### config.mk
export PLATFORM = sky130hd
export DESIGN_NAME = store_addr_gen
export DESIGN_NICKNAME = d
export VERILOG_FILES = /design/src/rtl/store_addr_gen.sv
export SDC_FILE = /design/constraint.sdc
export NUM_CORES = 1
export LEC_CHECK = 0
export ABC_AREA = 1
export BUFFER_PORTS_ARGS = -buffer_cell sky130_fd_sc_hd__buf_4
export CAP_MARGIN = 20
export CORE_ASPECT_RATIO = 0.7
export CORE_MARGIN = 3
export CORE_UTILIZATION = 45
export DETAILED_ROUTE_END_ITERATION = 10
export HOLD_SLACK_MARGIN = 0.12
export PLACE_DENSITY = 0.76
export SYNTH_ARGS = -nofsm -noshare
export SYNTH_HDL_FRONTEND = slang
export SYNTH_SLANG_ARGS = --single-unit
### constraint.sdc
create_clock -name clk -period 3.11 [get_ports clk]
set_clock_uncertainty 0.15 [all_clocks]
set_input_delay 0.622 -clock clk [delete_from_list [all_inputs] [get_ports clk]]
set_output_delay 0.622 -clock clk [all_outputs]
set_load 0.01 [all_outputs]
### src/rtl/store_addr_gen.sv
// store_addr_gen: producer side of the memory-backed FIFO.
// Writes one stream element per store at base + size*head. It advances the
// head with wrap-around and stops when the ring is full or the requested
// count has been pushed. Once every store has been acknowledged, it returns
// the new head pointer to the FIFO config controller.
// Optional build macro STORE_ADDR_GEN_SIZE_CHECK_EN rejects element sizes
// outside {1,2,4,8} and reports the rejection on cfg_err_o.
module store_addr_gen #(
  parameter int unsigned ADDR_W    = 64,
  parameter int unsigned PTR_W     = 16,
  parameter int unsigned DATA_W    = 64,
  parameter int unsigned MAX_OUTST = 8
) (
  input  logic              clk,
  input  logic              rst_n,
  input  logic              cfg_valid_i,
  input  logic [ADDR_W-1:0] cfg_base_i,
  input  logic [PTR_W-1:0]  cfg_depth_i,
  input  logic [3:0]        cfg_size_i,
  input  logic [PTR_W-1:0]  cfg_head_ptr_i,
  input  logic [PTR_W-1:0]  cfg_tail_ptr_i,
  input  logic [PTR_W-1:0]  cfg_count_i,
  output logic              cfg_ack_o,
  output logic [PTR_W-1:0]  cfg_head_ptr_o,
  output logic [PTR_W-1:0]  cfg_pushed_o,
  output logic              cfg_err_o,
  input  logic              data_valid_i,
  input  logic [DATA_W-1:0] data_i,
  output logic              data_ready_o,
  output logic              st_valid_o,
  input  logic              st_ready_i,
  output logic [ADDR_W-1:0] st_addr_o,
  output logic [3:0]        st_size_o,
  output logic [DATA_W-1:0] st_data_o,
  input  logic              st_resp_i
);

  localparam int unsigned OUT_W = $clog2(MAX_OUTST + 1);

  typedef enum logic [1:0] {S_IDLE, S_PIPE, S_DRAIN, S_ACK} state_t;

  state_t            state;
  logic [ADDR_W-1:0] base_r;
  logic [PTR_W-1:0]  depth_r;
  logic [3:0]        size_r;
  logic [PTR_W-1:0]  tail_r;
  logic [PTR_W-1:0]  count_r;
  logic [PTR_W-1:0]  head_r;
  logic [PTR_W-1:0]  pushed_r;
  logic [ADDR_W-1:0] addr_r;
  logic [OUT_W-1:0]  outst_r;

  logic [PTR_W-1:0]  next_head;
  logic              full;
  logic              stop;
  logic              issue_ok;
  logic              hs;
  logic              drain_done;

  // Ring bookkeeping; the tail snapshot is conservative for the whole request
  assign next_head  = (head_r == depth_r) ? '0 : head_r + PTR_W'(1);
  assign full       = (next_head == tail_r);
  assign stop       = full | (pushed_r == count_r);
  assign issue_ok   = (state == S_PIPE) & ~stop & (outst_r < OUT_W'(MAX_OUTST));
  assign drain_done = (outst_r == '0) | ((outst_r == OUT_W'(1)) & st_resp_i);

  // Zero-latency stream-to-store handshake
  assign st_valid_o   = issue_ok & data_valid_i;
  assign data_ready_o = st_valid_o & st_ready_i;
  assign hs           = data_ready_o;
  assign st_addr_o    = addr_r;
  assign st_size_o    = size_r;
  assign st_data_o    = data_i;

`ifdef STORE_ADDR_GEN_SIZE_CHECK_EN
  logic size_bad_c;
  assign size_bad_c = ~((cfg_size_i == 4'd1) | (cfg_size_i == 4'd2) |
                        (cfg_size_i == 4'd4) | (cfg_size_i == 4'd8));
`else
  assign cfg_err_o = 1'b0;
`endif

  // Request sequencing, pointer/address advance and registered completion outputs
  always_ff @(posedge clk or negedge rst_n) begin
    if (!rst_n) begin
      state          <= S_IDLE;
      base_r         <= '0;
      depth_r        <= '0;
      size_r         <= '0;
      tail_r         <= '0;
      count_r        <= '0;
      head_r         <= '0;
      pushed_r       <= '0;
      addr_r         <= '0;
      cfg_ack_o      <= 1'b0;
      cfg_head_ptr_o <= '0;
      cfg_pushed_o   <= '0;
`ifdef STORE_ADDR_GEN_SIZE_CHECK_EN
      cfg_err_o      <= 1'b0;
`endif
    end else begin
      cfg_ack_o <= 1'b0;
      unique case (state)
        S_IDLE: begin
          if (cfg_valid_i) begin
            base_r   <= cfg_base_i;
            depth_r  <= cfg_depth_i;
            size_r   <= cfg_size_i;
            tail_r   <= cfg_tail_ptr_i;
            count_r  <= cfg_count_i;
            head_r   <= cfg_head_ptr_i;
            pushed_r <= '0;
            addr_r   <= cfg_base_i + ADDR_W'(cfg_size_i) * ADDR_W'(cfg_head_ptr_i);
            state    <= S_PIPE;
`ifdef STORE_ADDR_GEN_SIZE_CHECK_EN
            cfg_err_o <= size_bad_c;
            if (size_bad_c) begin
              state          <= S_ACK;
              cfg_ack_o      <= 1'b1;
              cfg_head_ptr_o <= cfg_head_ptr_i;
              cfg_pushed_o   <= '0;
            end
`endif
          end
        end
        S_PIPE: begin
          if (hs) begin
            head_r   <= next_head;
            pushed_r <= pushed_r + PTR_W'(1);
            addr_r   <= (head_r == depth_r) ? base_r : addr_r + ADDR_W'(size_r);
          end
          if (stop) begin
            state <= S_DRAIN;
          end
        end
        S_DRAIN: begin
          if (drain_done) begin
            state          <= S_ACK;
            cfg_ack_o      <= 1'b1;
            cfg_head_ptr_o <= head_r;
            cfg_pushed_o   <= pushed_r;
          end
        end
        S_ACK: begin
          state <= S_IDLE;
        end
        default: state <= S_IDLE;
      endcase
    end
  end

  // Unacknowledged store counter; a stray response at zero leaves it at zero
  always_ff @(posedge clk or negedge rst_n) begin
    if (!rst_n) begin
      outst_r <= '0;
    end else begin
      unique case ({hs, st_resp_i})
        2'b10:   outst_r <= outst_r + OUT_W'(1);
        2'b01:   if (outst_r != '0) outst_r <= outst_r - OUT_W'(1);
        default: outst_r <= outst_r;
      endcase
    end
  end

  // A response with nothing outstanding is a memory-side protocol violation
  a_no_stray_resp: assert property (@(posedge clk) disable iff (!rst_n)
                                    !(st_resp_i && (outst_r == '0)));

endmodule

After elaboration in Yosys (flattened, before gate mapping)

Cells that the tools add are included.

Flip-flop bits (word level): 251
Word-level logic and storage cells: 72
Bits of input ports: 202

Reduce and logical (&&, ||, !) cells: 10
Equal/unequal tests: 14
Magnitude comparators: 1
Multiply operators: 1
Add/subtract/negate cells: 6
Muxes and demuxes: 19
Bitwise gates (word level): 8

Operator list:

| kind                    | number |
|---|---|
| $mux W64                | 3 |
| $pmux W64 S2            | 1 |
| $mux W16                | 5 |
| $add A64 B20 Y64        | 1 |
| $add A64 B4 Y64         | 1 |
| $pmux W16 S2            | 2 |
| $eq A16 B16 Y1          | 3 |
| $add A16 B1 Y16 const B | 2 |
| $mul A4 B16 Y20         | 1 |
| $ne A2 B2 Y1 const B    | 5 |
| $pmux W2 S4             | 1 |
| $pmux W4 S2             | 1 |
| $eq A2 B2 Y1 const B    | 3 |
| $mux W2                 | 3 |
| $reduce_and A2 Y1       | 3 |
| $reduce_and A3 Y1       | 2 |
| $and A1 B1 Y1           | 5 |
| $add A4 B1 Y4 const B   | 1 |
| $eq A2 B1 Y1 const B    | 2 |
| $eq A4 B1 Y1 const B    | 1 |
| $logic_not A4 Y1        | 1 |
| $lt A4 B4 Y1 const B    | 1 |
| $mux W4                 | 1 |
| $reduce_bool A2 Y1      | 2 |
| other kinds (6)         | 8 |

Logic depth before layout (Yosys ltp)

Depth after elaboration: 12
Depth in mapped cells: 27
Gate-level depth less buffers: 25

Worst setup path after synthesis

Ideal clock, no wire load.

Path kind: input port to flip-flop
Start point: input port cfg_size_i[3]
End point: register addr_r[43], in the netlist st_addr_o[43]
Stages on the path: 22
Slack: -1.793 ns
Arrival: 4.637 ns
Library setup time: 0.116 ns
Path through: clkbuf_1 -> clkbuf_1 -> nand2_1 -> fa_1 -> fa_1 -> fa_1 -> inv_1 -> ha_1 -> nand3_1 -> nand2_1 -> a21boi_0 -> o21ai_0 -> a21boi_0 -> o21ai_0 -> nand2_1 -> nand2_1 -> nand3_1 -> nand2_1 -> nand3_1 -> nand2_1 -> nand2_1 -> nand2_1

Word-level cells in the longest chain between the ends: 4

RTL lines:

| element              | line | RTL |
|---|---|---|
| from (decl)          | 19   | `input logic [3:0] cfg_size_i,` |
| $mul A4 B16 Y20      | 113  | `addr_r <= cfg_base_i + ADDR_W'(cfg_size_i) * ADDR_W'(cfg_head_ptr_i);` |
| $add A64 B20 Y64     | 113  |  |
| $mux W64             | 105  | `if (cfg_valid_i) begin` |
| $pmux W64 S2         | 103  | `unique case (state)` |
| to (signal assigned) | 113  |  |
| to (signal assigned) | 130  | `addr_r <= (head_r == depth_r) ? base_r : addr_r + ADDR_W'(size_r);` |
| to (decl)            | 50   | `logic [ADDR_W-1:0] addr_r;` |

No other way between the ends. The select of a mux whose other input is x is not followed.
A chain may end at the register's enable or synchronous reset.

Worst setup path after layout

Start point: input port cfg_size_i[3]
End point: register addr_r[41], in the netlist st_addr_o[41]

Same word-level chain as after synthesis.

==> run summary <==
status: complete, but fails checks
failing checks: setup timing
Reg area: 6290 um2
placed cell count: 3699
DIE HEIGHT: 179 um
Worst-Skew Late Latency: 0.58 ns
syn_area_per_cell: 6.81 um2
final wirelength: 85.3 mm
area leader, netlist: dfrtp_1
most common cell in the netlist: nand2_1
die area: 45100 um2
initial core utilization: 46.2%
Root Buffer: clkbuf_16
worst slack, placed: -1.75 ns
Starting DRT DRC Count: 2941
ANT nets after route: 0
Crit path required time: 3.47 ns
GRT overflow: 0
crit path max fanout: 6
asr flop ratio synth: 100%
P&R area growth vs syn: 40.1%
most frequent cells after synthesis: nand2_1, inv_1, nor2_1
largest stage delay on the critical path: 0.58 ns
vias per cell: 5.69
initial antenna violation count: 2
die width: 253 um
post-synthesis instance total: 2812
clock sink count: 251
Final Worst Setup Slack: -1.15 ns
CP endpoint kind: flop
post-route insts no fill: 3849
Pleak: 13.5 nW
Met3 Wirelength: 12.3 mm
RSZ-0062 raised after global routing: true
combined area of the multi-input logic cells: 12100 um2
cells along the critical path: buf_12 > buf_4 > nand2_2 > inv_2 > fa_2 > fa_1 > fa_1 > ha_4 > nand2_1 > nand2_2 > a31oi_4 > o21ai_2 > nand2_2 > nand3_4 > buf_12 > nand2_8 > nor2_4 > buf_4 > o21ai_1 > o22ai_1 > nand2_1 > nand2_1
EDFF count, synth: 0
pwr dens: 974 nW/um2
hold violation total from the final report: 0
Synth Warn #: 0
CTS tree: built
Hold WS: 0.131 ns
Setup Viol. Count Final: 93
worst-case clock buffer depth: 3
gr usage total: 34.7%
predominant post-synthesis flop cell: dfrtp_1
CTS clk-pin slew, worst paths: 0.06 ns
post-layout minimum cycle time: 4.26 ns
WL met2: 34.8 mm
Port Buf Inserts: 240
TritonRoute pass-1 iters: 6
final slew viol count: 0
drt drc: 0
Core Region: 41500 um2
synthesized area: 19200 um2
Vias: 21900
period utilisation layout: 137%
ratio of cells with drive above 1 in the final layout: 31.5%
Synth Register Bits: 251
WL/cell: 22.2 um
Worst Setup Start Kind: input pin
Slew @ Worst Pin: 0.811 ns
post-synth top area share: 32.8%
row count: 62
Worst Path Arrival: 4.62 ns
HP Class: input pin to flop
first-pass GRT wire length: 119 mm
most area-consuming cells after synthesis: dfrtp_1, nand2_1, inv_1
TritonCTS Buffers: 28
Highest Signal Layer: met4
fin util: 64.7%
MaxCap Viol Count: 0
# fillers: 3361
Yosys cell types: 44
dpl hpwl: 61.0 mm
Met1 Wirelength: 35.2 mm
VDD IR-drop max: 626 uV
NumNets Final: 3578
Seq/Total Area, Yosys: 32.8%
slew margin rel.: 45.4%
largest net degree at the start of global routing: 95
Crit Path Class: input pin to flop
H-tree depth: 1
PnR Total Power: 26.1 mW
Mapped Nets: 3104
CP max-delay cell: fa_2
fmax: 235 MHz
vias in the first global route: 20000
Boundary Pins: 370
GPL Wtd Cong: 0.989
==> sequential cells by signal (all words and copies together) (netlist names), 16 cells and up <==
name            cells
st_addr_o          64
count_r            16
cfg_head_ptr_o     16
depth_r            16
pushed_r           16
cfg_pushed_o       16
base_r             64
tail_r             16
head_r             16
==> cells in the final DEF (no fill, tap or decap), types with 7 or more instances in the layout <==
cell type,instances
o21ai_2,26
a21oi_4,7
nand2_2,75
ha_1,28
dfrtp_2,7
xor2_1,44
xnor2_1,12
nor2_2,24
buf_4,509
mux2_2,35
buf_12,24
fa_1,42
nand3_2,15
nand2_4,39
dfrtp_1,244
nor4_1,17
o21ai_0,157
nor3_1,74
o22ai_1,9
or2_2,21
o21ai_1,51
a31oi_1,9
o211ai_1,15
clkbuf_16,38
a21oi_2,14
buf_6,45
ha_4,16
nand4_1,42
inv_1,361
nand3b_1,12
nor2_1,215
a21oi_1,86
nor2_4,15
nand3_1,96
nand2_1,722
inv_2,39
buf_8,8
==> repair_timing <==
item                       in CTS  in global routing
hold buffers                    3                  0
hold endpoints to repair       60                  0
resized for setup             199                242
gates cloned                    4                 16
setup endpoints to repair      90                103
pin swaps                     127                130
buffers inserted               52                 39
==> report_power, final <==
part / switching (mW) / total [mW] / internal [mW]
sequential: 1.56 / 6.32 / 4.76
combinational: 9.29 / 16.2 / 6.91
clock: 1.51 / 3.63 / 2.13
total: 12.4 / 26.1 / 13.8
==> metal layers <==
| metal | GRT usage, % | up-vias |
|---|---|---|
| li1 | - | 9811 |
| met1 | 51.5 | 10500 |
| met2 | 48.8 | 1432 |
| met3 | 11.0 | 208 |
| met4 | 8.12 | 0 |
| met5 | 0 | - |
==> logic make-up (layout without fill, tap and decap cells) <==
family	after synthesis	in the layout	share of synthesized area (%)
AO/OA/AOI/OAI	408	408	11.3
other	1	3	0.0196
multiplexers	35	35	2.06
adder cells (fa/ha/maj)	90	90	7.68
XOR/XNOR	62	62	2.83
flip-flops	251	251	32.8
buffers and inverters	564	1055	12.9
AND/OR/NAND/NOR	1401	1401	30.4
==> metrics by stage <==
stage	TNS, ns	cell area (um2)
floorplan	-57.70	19600
global placement	-81.49	23300
detailed placement	-86.83	23300
CTS	-47.90	25500
global route	-71.92	26800
finish	-59.06	26800
==> critical path: cells and delay by family <==
family,cells,cell delay [ns]
adders and majority gates,4,1.88
and+or+nand+nor,9,0.97
AOI/OAI and AO/OA,4,0.60
buffers and inverters,5,0.55
==> final timing paths <==
path,depth (start not counted),to,slack (ns),startpoint
max,22,st_addr_o[41],-1.15,cfg_size_i[3]
min,2,tail_r[5],0.13,cfg_tail_ptr_i[5]
max reg2reg,21,st_addr_o[60],-0.81,st_addr_o[0]
min reg2reg,2,base_r[26],0.33,base_r[26]
max in group asynchronous,3,st_addr_o[45],1.59,rst_n
min in group asynchronous,2,tail_r[2],0.44,rst_n
==> layout make-up <==
class | count | area share [%]
tap | 544 | 2.54
timing repair buffer | 603 | 19.8
sequential | 251 | 23.4
antenna | 2 | 0.0186
inverter | 405 | 5.70
multi-input combinational | 1997 | 44.9
clock inverter | 14 | 0.765
clock buffer | 33 | 2.80
Note: power is estimated with default switching activity, not from simulation.
